<file path="src/rtl/pipe_pkg.sv">
// Shared types and encodings for the 16-bit, 4-bit-opcode pipeline.
// The ID/EX register and its hazard logic both import this package.
package pipe_pkg;

    localparam int CTRL_W = 11;

    // Control bundle produced by the decoder, MSB first in this order.
    typedef struct packed {
        logic       regDest;
        logic       branch;
        logic       memRead;
        logic       memToReg;
        logic       memWrite;
        logic       aluSrc;
        logic       regWrite;
        logic [3:0] aluOp;
    } ctrl_t;

    // Opcodes; 0101, 0110 and 1101-1111 are undefined.
    localparam logic [3:0] OP_ADD  = 4'b0000;
    localparam logic [3:0] OP_SUB  = 4'b0001;
    localparam logic [3:0] OP_AND  = 4'b0010;
    localparam logic [3:0] OP_OR   = 4'b0011;
    localparam logic [3:0] OP_SLT  = 4'b0100;
    localparam logic [3:0] OP_ADDI = 4'b0111;
    localparam logic [3:0] OP_LHW  = 4'b1000;
    localparam logic [3:0] OP_SHW  = 4'b1001;
    localparam logic [3:0] OP_BEQ  = 4'b1010;
    localparam logic [3:0] OP_BNE  = 4'b1011;
    localparam logic [3:0] OP_JMP  = 4'b1100;

    // The decoder forwards the opcode on aluOp, so each ALU encoding
    // equals its opcode and an undefined opcode arrives there verbatim.
    localparam logic [3:0] ALUOP_ADD  = OP_ADD;
    localparam logic [3:0] ALUOP_SUB  = OP_SUB;
    localparam logic [3:0] ALUOP_AND  = OP_AND;
    localparam logic [3:0] ALUOP_OR   = OP_OR;
    localparam logic [3:0] ALUOP_SLT  = OP_SLT;
    localparam logic [3:0] ALUOP_ADDI = OP_ADDI;
    localparam logic [3:0] ALUOP_LHW  = OP_LHW;
    localparam logic [3:0] ALUOP_SHW  = OP_SHW;
    localparam logic [3:0] ALUOP_BEQ  = OP_BEQ;
    localparam logic [3:0] ALUOP_BNE  = OP_BNE;
    localparam logic [3:0] ALUOP_JMP  = OP_JMP;

    // True when the opcode seen on aluOp is one the decoder defines.
    function automatic logic isDefinedOp(input logic [3:0] op);
        logic defined;
        case (op)
            OP_ADD, OP_SUB, OP_AND, OP_OR, OP_SLT, OP_ADDI,
            OP_LHW, OP_SHW, OP_BEQ, OP_BNE, OP_JMP: defined = 1'b1;
            default:                                defined = 1'b0;
        endcase
        return defined;
    endfunction

endpackage

</file>
<file path="src/rtl/id_ex_stage_hazard_detect.sv">
// Load-use hazard detector: flags an ID instruction that reads the
// register a load currently in EX has not yet returned.
module hazard_detect
    import pipe_pkg::*;
#(
    parameter int RADDR_W = 4
) (
    input  logic               id_valid,
    input  logic [CTRL_W-1:0]  id_ctrl,
    input  logic [RADDR_W-1:0] id_rs,
    input  logic [RADDR_W-1:0] id_rt,
    input  logic               ex_valid,
    input  logic [CTRL_W-1:0]  ex_ctrl,
    input  logic [RADDR_W-1:0] ex_dest,
    output logic               lu
);

    ctrl_t idC;
    ctrl_t exC;
    logic  usesRt;
    logic  unusedBits;

    assign idC = ctrl_t'(id_ctrl);
    assign exC = ctrl_t'(ex_ctrl);

    // Only a handful of control bits matter for the hazard decision.
    assign unusedBits = &{1'b0, idC.regDest, idC.memRead, idC.memToReg,
                          idC.regWrite, idC.aluOp, exC.regDest, exC.branch,
                          exC.memToReg, exC.memWrite, exC.aluSrc,
                          exC.regWrite, exC.aluOp};

    // rt is a source for R-type, store data and branch compares.
    always_comb begin
        usesRt = !idC.aluSrc | idC.memWrite | idC.branch;
        lu     = id_valid & ex_valid & exC.memRead & (ex_dest != '0)
               & ((ex_dest == id_rs) | (usesRt & (ex_dest == id_rt)));
    end

endmodule

</file>
<file path="src/rtl/id_ex_stage.sv">
// ID/EX pipeline register: captures decoder control and operands,
// inserts one bubble per load-use pair, and honours hold and flush.
module id_ex_stage
    import pipe_pkg::*;
#(
    parameter int DATA_W  = 16,
    parameter int RADDR_W = 4,
    parameter int CNT_W   = 16
) (
    input  logic               clk,
    input  logic               rst_n,
    input  logic               id_valid,
    input  logic [CTRL_W-1:0]  id_ctrl,
    input  logic [DATA_W-1:0]  id_rs_data,
    input  logic [DATA_W-1:0]  id_rt_data,
    input  logic [DATA_W-1:0]  id_imm,
    input  logic [DATA_W-1:0]  id_pc,
    input  logic [RADDR_W-1:0] id_rs,
    input  logic [RADDR_W-1:0] id_rt,
    input  logic [RADDR_W-1:0] id_rd,
    input  logic               ex_hold,
    input  logic               flush,
    output logic               ex_valid,
    output logic [CTRL_W-1:0]  ex_ctrl,
    output logic [DATA_W-1:0]  ex_rs_data,
    output logic [DATA_W-1:0]  ex_rt_data,
    output logic [DATA_W-1:0]  ex_imm,
    output logic [DATA_W-1:0]  ex_pc,
    output logic [RADDR_W-1:0] ex_rs,
    output logic [RADDR_W-1:0] ex_rt,
    output logic [RADDR_W-1:0] ex_dest,
    output logic               stall_up,
    output logic [CNT_W-1:0]   bubble_cnt
);

    localparam logic [CNT_W-1:0] CNT_MAX = '1;

    ctrl_t              idCtrl;
    ctrl_t              capCtrl;
    logic               capValid;
    logic [RADDR_W-1:0] capDest;
    logic               loadUse;

    assign idCtrl = ctrl_t'(id_ctrl);

    hazard_detect #(
        .RADDR_W (RADDR_W)
    ) uHazard (
        .id_valid (id_valid),
        .id_ctrl  (id_ctrl),
        .id_rs    (id_rs),
        .id_rt    (id_rt),
        .ex_valid (ex_valid),
        .ex_ctrl  (ex_ctrl),
        .ex_dest  (ex_dest),
        .lu       (loadUse)
    );

    // Upstream must hold while EX is blocked or a bubble is being
    // inserted; a flush discards the ID instruction so nothing waits.
    always_comb begin
        stall_up = !flush & (ex_hold | loadUse);
    end

    // Scrub the decoder bundle before capture: bits the decoder may
    // leave undefined are forced low, and undefined opcodes or empty
    // slots become a clean bubble with no write-back register.
    always_comb begin
        capCtrl  = idCtrl;
        capValid = id_valid & isDefinedOp(idCtrl.aluOp);
        if (!idCtrl.regWrite) begin
            capCtrl.regDest  = 1'b0;
            capCtrl.memToReg = 1'b0;
        end
        if (!capValid) begin
            capCtrl = '0;
        end
        capDest = '0;
        if (capCtrl.regWrite) begin
            capDest = capCtrl.regDest ? id_rd : id_rt;
        end
    end

    // Pipeline register: flush beats hold beats bubble beats capture.
    always_ff @(posedge clk or negedge rst_n) begin
        if (!rst_n) begin
            ex_valid   <= 1'b0;
            ex_ctrl    <= '0;
            ex_rs_data <= '0;
            ex_rt_data <= '0;
            ex_imm     <= '0;
            ex_pc      <= '0;
            ex_rs      <= '0;
            ex_rt      <= '0;
            ex_dest    <= '0;
        end else if (flush) begin
            ex_valid <= 1'b0;
            ex_ctrl  <= '0;
            ex_dest  <= '0;
        end else if (ex_hold) begin
            ex_valid <= ex_valid;
        end else if (loadUse) begin
            ex_valid <= 1'b0;
            ex_ctrl  <= '0;
            ex_dest  <= '0;
        end else begin
            ex_valid   <= capValid;
            ex_ctrl    <= capCtrl;
            ex_rs_data <= id_rs_data;
            ex_rt_data <= id_rt_data;
            ex_imm     <= id_imm;
            ex_pc      <= id_pc;
            ex_rs      <= id_rs;
            ex_rt      <= id_rt;
            ex_dest    <= capDest;
        end
    end

    // Count inserted load-use bubbles, sticking at all-ones.
    always_ff @(posedge clk or negedge rst_n) begin
        if (!rst_n) begin
            bubble_cnt <= '0;
        end else if (!flush && !ex_hold && loadUse && (bubble_cnt != CNT_MAX)) begin
            bubble_cnt <= bubble_cnt + 1'b1;
        end
    end

endmodule

</file>
<file path="config.mk">
export PLATFORM = sky130hd
export DESIGN_NAME = id_ex_stage
export DESIGN_NICKNAME = d
export VERILOG_FILES = /design/src/rtl/pipe_pkg.sv /design/src/rtl/id_ex_stage_hazard_detect.sv /design/src/rtl/id_ex_stage.sv
export SDC_FILE = /design/constraint.sdc
export NUM_CORES = 1
export LEC_CHECK = 0
export ABC_CLOCK_PERIOD_IN_PS = 4550
export BUFFER_PORTS_ARGS = -buffer_cell sky130_fd_sc_hd__buf_2
export CORE_MARGIN = 8
export CORE_UTILIZATION = 50
export CTS_BUF_LIST = sky130_fd_sc_hd__clkbuf_16
export DETAILED_ROUTE_END_ITERATION = 7
export GPL_TIMING_DRIVEN = 0
export PLACE_DENSITY = 0.84
export SYNTH_ARGS = -nofsm -noshare
export SYNTH_HDL_FRONTEND = slang
export SYNTH_SLANG_ARGS = --single-unit
</file>
<file path="constraint.sdc">
create_clock -name clk -period 4.55 [get_ports clk]
set_input_delay 0.91 -clock clk [delete_from_list [all_inputs] [get_ports clk]]
set_output_delay 0.91 -clock clk [all_outputs]
set_load 0.01 [all_outputs]
</file>
[After elaboration in Yosys (flattened, before gate mapping)]
Memories as Yosys holds them, arrays and structs flattened.
Cells that the tools add are included.
Cells by class
  equality and inequality tests: 4
  reduce and logical (&&, ||, !) cells: 8
  div/mod/pow operators: 0
  $add $sub $neg: 1
  $mul: 0
  shift-type cells: 0
  magnitude comparators: 0
  bitwise operators: 14
  muxes and demuxes: 14
Operators with widths (count)
  11-bit two-way mux: 4
  4-bit two-way mux: 5
  16-bit by 1-bit adder with 16-bit output, second input constant: 1
  16-bit inequality test, second input constant: 1
  4-bit equality test: 2
  1-bit bitwise AND: 7
  1-bit two-way mux: 5
  1-bit OR: 4
  4-bit nonzero test: 1
  1-bit logical AND: 3
  1-bit zero test: 3
  1-bit NOT: 3
  3-bit AND reduction: 1
  2-bit by 1-bit inequality test with 1-bit output, second input constant: 1
Word-level totals
  word-level logic and storage cells: 52
  bits in writable memories: 0
  latch bits: 0
  input port bits: 92
  ROM bits: 16
  register bits: 104
  memories kept: 1
Memory list
  (name not given): words 16, bits a word 1, rd ports 1, clocked after memory_dff 0, write ports 0, RTL line pipe_pkg.sv:49  | case (op)

[Depth between registers and ports, before layout]
Gate-level depths: netlist of the first run.
  depth in word-level cells: 9
  mapped depth: 7

[Hierarchy]
A second synthesis of the first run with hierarchy kept.
Second synthesis, totals
  cell total of the unflattened synthesis: 298
  area, all modules: 4271.6 sq um
By module, submodules not included
  id_ex_stage: area each 4140.2 sq um, instances 1, sequential area each 2602.5 sq um, cells an instance 282
  hazard_detect: area each 131.4 sq um, instances 1, sequential area each 0.0 sq um, cells an instance 16

[Worst setup path before layout of the first run]
OpenSTA, ideal clock, no wires.
  path type: in2out
  start: input id_rs[2]
  end: output stall_up
  slack: 1.497 ns
  arrival time: 2.143 ns
  buffers on the path: 2
  stages: 6
  data required time: 3.640 ns
  cells stage by stage: xor2_1 nor4_1 a22oi_1 buf_2 buf_1 a21oi_1
On the way
  longest elaborated chain between the ends: 5
RTL lines
  start: declaration: RTL line id_ex_stage.sv:18  | input logic [RADDR_W-1:0] id_rs,
  4-bit equality test: RTL line id_ex_stage_hazard_detect.sv:36  | & ((ex_dest == id_rs) | (usesRt & (ex_dest == id_rt)));
  1-bit OR: RTL line id_ex_stage_hazard_detect.sv:36
  1-bit bitwise AND: RTL line id_ex_stage_hazard_detect.sv:36
  1-bit OR: RTL line id_ex_stage.sv:62  | stall_up = !flush & (ex_hold | loadUse);
  1-bit bitwise AND: RTL line id_ex_stage.sv:62
  end: declaration: RTL line id_ex_stage.sv:32  | output logic stall_up,
No other way between the ends.

[Worst setup path after layout of the first run]
Ends and elaborated chain as after synthesis.

==> results.md, run 1 <==
- Area after DPL: 5520 µm²
- Die width: 110 µm
- Final hold viol count: 0
- Synth cell types: 33
- Hold WC Path Type: flip-flop to flip-flop
- RSZ-0062 raised after global routing: no
- Final setup margin: 1050 ps
- Antenna violations before repair: 0
- Fmax achieved: 0.286 GHz
- CTS HTree Levels: 3
- Final setup vio count: 0
- Die Y: 110 µm
- # rows: 34
- Top_reg_cell synth: dfrtp_1
- Die area: 12,000 µm²
- Arr. time, crit path: 2590 ps
- TritonRoute pass-1 iters: 4
- Hpwl dp: 9140 µm
- Outcome: finished, final reports clean
- Maximum clock path buffer count: 2
- Startpoint types: primary input
- WS Path Type: primary input to output port
- Vias per Instance: 5.19
- Post-synth ARST share: 100%
- R2R Setup Slk: 2170 ps
- Crit end category: output port
- Largest net degree at the start of global routing: 54
- Required @ worst endpoint: 3640 ps
- GRT Overall Usage: 18.6%
- Fin. max-slew vios: 0
- Routed Antenna Nets: 0
- Top post-synthesis cells by area: dfrtp_1 59%, mux2_2 17%, xor2_1 3.4%
- Sequential fraction of the synthesis area: 59.3%
- Io pins: 197
- Vias in the first global route: 3,578
- Cell area after layout: 5820 µm²
- Post-CTS sizing: 0
- Num CTS Buffers: 9
- Layout Nets: 634
- Area growth syn-to-layout: 32.7%
- DR WL/cell: 17.5 µm
- # placed instances: 637
- Worst slew pin tran: 673 ps
- Share of cells above drive strength 1: 53.4%
- Setup TNS: 0 ps
- Clk sinks: 104
- Top-count cell post-synth: dfrtp_1
- Crit-path max FO: 10
- Cell area after synthesis: 4390 µm²
- Mapped Cells: 334
- Post-synth top area share: 59.3%
- Number of remaining DRC errors: 0
- Worst Clk Skew: 8.23 ps
- Avg Inst Size Synth: 13.1 µm²
- GRT overflow: 0
- Fillcell total: 657
- Core Area: 8640 µm²
- Maximum vdd drop: 0.000227 V
- CTS tree: built
- Tmin final: 3500 ps
- Worst slack, placed: 1070 ps
- Yosys top cell by area: dfrtp_1
- Routed Wire Length: 11,400 µm
- Setup bufs post-CTS: 0
- N_diodes: 0
- CTS hold repair buffers: 0
- I/O Buffers: 194
- Synthesized Nets: 428
- Count of state elements after synthesis: 104
- Worst-path clk slew: 70 ps
- Power per cell area: 377 nW/µm²
- Fin cells: 653
- Vias: 3,391
- Initial DRC count: 123
- EDFF count, synth: 0
- Clk_lat worst skew: 330 ps
- Starting Density: 50.8%
- Max-slew headroom: 55.1%
- Synthesis Warnings: 0
- First-pass GRT wire length: 17,700 µm
- Leakage power: 2.92 nW
- Maxcap violations: 0
- Fin Hold WS: 486 ps
- Final worst path period share: 77.0%
- Top post-synthesis cells by count: 104 x dfrtp_1, 67 x mux2_2, 27 x nand2_1
- Routability Congestion: 0.863
- Root Driver: clkbuf_16
==> sequential cells by signal, indices dropped and copies added (netlist names) <==
signal and flops:
bubble_cnt 16, ex_ctrl 11, ex_dest 4, ex_imm 16, ex_pc 16, ex_rs 4
ex_rs_data 16, ex_rt 4, ex_rt_data 16, ex_valid 1
==> cell families after synthesis <==
| family | count (synthesis) | share of synthesized area [%] |
|---|---|---|
| xor+xnor | 23 | 4.59 |
| fa+ha+maj | 2 | 0.570 |
| flops | 104 | 59.3 |
| mux | 77 | 19.7 |
| simple gates | 82 | 9.93 |
| buf+inv | 24 | 2.71 |
| compound gates | 22 | 3.22 |
==> metrics by stage <==
stage	power, mW	utilization [%]
detailed placement	1.47	64.0
CTS	2.22	67.4
global placement	1.45	63.6
global route	2.30	67.4
finish	2.19	67.4
floorplan	1.27	-
==> report_power, final <==
| part | switching (mW) | total [mW] | internal (mW) |
|---|---|---|---|
| Sequential | 0.0489 | 1.07 | 1.02 |
| Clock | 0.323 | 0.750 | 0.426 |
| Combinational | 0.185 | 0.373 | 0.188 |
| Total | 0.558 | 2.19 | 1.64 |
==> cells in the final DEF (no fill, tap or decap), types with 3 or more instances in the layout <==
master / n
buf_2: 195
dfrtp_1: 104
mux2_2: 67
nand2_1: 27
xor2_1: 17
nand4_1: 16
a21oi_1: 12
nor4_1: 9
clkbuf_16: 9
clkbuf_1: 8
buf_4: 8
nor3_1: 7
inv_1: 6
nor2_1: 6
xnor2_1: 6
mux2_1: 6
nand3_1: 5
mux2i_1: 4
o41ai_1: 4
nor2b_1: 4
clkinvlp_4: 3
==> critical path: stages <==
cell	delay (ps)
buf_2	110
xor2_1	140
nor4_1	370
a22oi_1	200
buf_2	230
buf_1	240
a21oi_1	220
buf_2	160
==> worst paths after layout <==
check	startpoint	end	depth (start not counted)
hold reg to reg	ex_rt_data[1]	ex_rt_data[1]	1
hold / removal	ex_rt_data[1]	ex_rt_data[1]	1
setup reg to reg	ex_dest[1]	ex_pc[2]	6
setup / recovery	id_rs[2]	stall_up	8
max in group asynchronous	rst_n	ex_rt_data[12]	2
min in group asynchronous	rst_n	ex_ctrl[1]	1
==> layer usage <==
layer	vias to the layer above	global-route usage, %	wire (µm)
met5	-	0	0
met4	0	5.79	155
met3	16	4.40	958
met2	127	33.3	6130
met1	1649	21.6	4200
li1	1599	-	-
==> area by class of cell <==
cell class                 count  area (µm²)  share of cell area, %
buffer                        19         100                   1.72
sequential                   104        2600                   44.7
timing repair buffer         195        1000                   17.2
clock buffer                   9         225                   3.87
tap                          108         135                   2.32
multi-input combinational    206        1670                   28.6
clock inverter                 7        73.8                   1.27
inverter                       5        18.8                  0.322
No activity file was read; power rests on OpenSTA's default activity.
==> inputs of run 2 (changes only) <==
--- a/config.mk
+++ b/config.mk
@@ -5,14 +5,14 @@
 export SDC_FILE = /design/constraint.sdc
 export NUM_CORES = 1
 export LEC_CHECK = 0
-export ABC_CLOCK_PERIOD_IN_PS = 4550
+export ABC_CLOCK_PERIOD_IN_PS = 3500
 export BUFFER_PORTS_ARGS = -buffer_cell sky130_fd_sc_hd__buf_2
 export CORE_MARGIN = 8
-export CORE_UTILIZATION = 50
+export CORE_UTILIZATION = 47
 export CTS_BUF_LIST = sky130_fd_sc_hd__clkbuf_16
 export DETAILED_ROUTE_END_ITERATION = 7
 export GPL_TIMING_DRIVEN = 0
-export PLACE_DENSITY = 0.84
+export PLACE_DENSITY = 0.8
 export SYNTH_ARGS = -nofsm -noshare
 export SYNTH_HDL_FRONTEND = slang
 export SYNTH_SLANG_ARGS = --single-unit
==> constraint.sdc (replaced) <==
create_clock -name clk -period 3.5 [get_ports clk]
set_input_delay 0.7 -clock clk [delete_from_list [all_inputs] [get_ports clk]]
set_output_delay 0.7 -clock clk [all_outputs]
set_load 0.01 [all_outputs]
==> run 2 against run 1 <==
  * Setup slack worse by 730 ps
  * Clock skew hardly changed
  * Design area fell by 0.13%
  * Critical path type is now flip-flop to output port
  * Worst hold slack lost 140 ps
  * Global-route usage is 0.20 points higher
  * Highest routed layer unchanged
  * Total power up 30%
  * Clock power grew 30%
  * Non-clock buffer count stayed put
  * Wire length is 5.5% higher
  * Final cell count grew 0.46%
  * Sequential share of layout area is 0.058 points higher
  * Combinational power up 32%
==> results.md, run 2 (synthesis gave the netlist of run 1 again) <==
- Max-slew headroom: 58.6%
- Power per cell area: 492 nW/µm²
- # rows: 35
- Most common cell after layout, fill and taps aside: buf_2
- Core Area: 9150 µm²
- Root Driver: clkbuf_16
- Worst-path clk slew: 80 ps
- Number of remaining DRC errors: 0
- First-pass GRT wire length: 19,200 µm
- Maxcap violations: 0
- Vias: 3,446
- Final hold viol count: 0
- RSZ-0062 raised after global routing: no
- Setup bufs post-CTS: 0
- Required @ worst endpoint: 2800 ps
- Switching part of the total: 27.5%
- Num CTS Buffers: 9
- Outcome: finished, final reports clean
- Most frequent cells in the layout: 195 x buf_2, 104 x dfrtp_1, 67 x mux2_2, 27 x nand2_1, 17 x xor2_1
- DR WL/cell: 18.4 µm
- Bufs and invs on worst path: 3
- Worst slew pin tran: 617 ps
- CTS HTree Levels: 3
- Maximum vdd drop: 0.000274 V
- R2R Setup Slk: 1040 ps
- GRT overflow: 0
- Crit end category: output port
- Initial DRC count: 143
- Clock share of power: 34.1%
- Die Y: 113 µm
- Setup TNS: 0 ps
- # placed instances: 640
- N_diodes: 0
- Most used cell, CP: buf_2
- Fin cells: 656
- Sequential share of power: 48.8%
- I/O Buffers: 194
- Layout Nets: 634
- Final worst path period share: 90.8%
- CTS hold repair buffers: 0
- Critical-path cell list: nor4_2, nor2_1, a22oi_1, buf_2, buf_1, a21oi_1, buf_2
- Die area: 12,700 µm²
- Sequential cell area: 2600 µm²
- Fin. max-slew vios: 0
- Die width: 113 µm
- Internal: 2.07 mW
- Arr. time, crit path: 2480 ps
- Leakage power: 2.92 nW
- Share of cells above drive strength 1: 53.4%
- Crit-path slowest cell: dfrtp_1
- Routability Congestion: 0.855
- Antenna violations before repair: 0
- Hpwl dp: 9490 µm
- Starting Density: 47.9%
- Crit-path max cell delay: 470 ps
- TritonRoute pass-1 iters: 6
- CTS tree: built
- Post-CTS sizing: 0
- Maximum clock path buffer count: 2
- Routed Antenna Nets: 0
- Vias per Instance: 5.25
- Hold WC Path Type: primary input to asynchronous set/reset pin
- Logic pwr share: 17.2%
- WS Path Type: flip-flop to output port
- Routed Wire Length: 12,100 µm
- Clk sinks: 104
- Delay-heaviest family, CP: buffers and inverters
- Io pins: 197
- Tmin final: 3180 ps
- Fillcell total: 750
- Startpoint types: flip-flop
- Fmax achieved: 0.315 GHz
- GRT Overall Usage: 18.8%
- Clk_lat worst skew: 330 ps
- Area growth syn-to-layout: 32.5%
- Switching power: 0.785 mW
- Worst Clk Skew: 8.30 ps
- Final setup vio count: 0
- Largest net degree at the start of global routing: 63
- Vias in the first global route: 3,824
- Footprint of the multi-input gates: 1670 µm²
- Crit-path max FO: 10
-- run 2: changes by cell type in the layout (fill, tap and decap cells not counted) --
| cell | delta |
|---|---|
| inv_8 | +3 |
| clkinv_4 | -2 |
| clkinvlp_4 | -2 |
| inv_6 | +2 |
| bufinv_16 | -1 |
| clkinv_1 | +1 |
| inv_1 | -1 |
-- run 2: layout make-up --
type	instances	share of cell area, %
sequential	104	44.8
multi-input combinational	206	28.6
timing repair buffer	195	17.2
clock buffer	9	3.87
tap	111	2.39
buffer	19	1.72
clock inverter	7	1.08
inverter	5	0.323
-- run 2: final timing paths --
check,from,endpoint,cells after the start
max,ex_dest[1],stall_up,7
min,rst_n,ex_pc[11],1
max reg2reg,ex_dest[1],ex_pc[5],6
min reg2reg,ex_rt_data[1],ex_rt_data[1],1
max in group asynchronous,rst_n,ex_rt[0],2
min in group clk,ex_rt_data[1],ex_rt_data[1],1
-- run 2: power by group through the flow --
stage	clock network, mW	registers (mW)	logic [mW]
after floorplan	0	1.48	0.168
after global placement	0	1.41	0.481
after detailed placement	0	1.42	0.500
after CTS	1.00	1.39	0.501
after global routing	1.05	1.41	0.532
final	0.974	1.39	0.491
-- run 2: per-layer routing --
| layer | up-vias | GRT usage [%] | part of all wire, % |
|---|---|---|---|
| li1 | 1600 | - | - |
| met1 | 1687 | 21.2 | 38 |
| met2 | 137 | 32.6 | 52 |
| met3 | 22 | 5.48 | 7.4 |
| met4 | 0 | 7.91 | 2.4 |
| met5 | - | 0 | 0 |
-- run 2: stage by stage --
stage | util (%) | setup slack (ps) | power, mW | area (µm²) | hold WS (ps)
CTS | 63.5 | 330 | 2.90 | 5810 | 365
finish | 63.5 | 322 | 2.86 | 5810 | 343
global route | 63.5 | 163 | 2.99 | 5810 | 388
detailed placement | 60.4 | 434 | 1.92 | 5530 | 471
global placement | 60.1 | 465 | 1.89 | 5500 | 464
floorplan | - | 867 | 1.65 | 4390 | 404
-- run 2: worst reg2reg max path: cells and delay by family, from the launching register on --
family | cells | cell delay, ps
flops | 1 | 470
mux | 1 | 360
simple gates | 3 | 920
buf+inv | 1 | 300
compound gates | 1 | 290
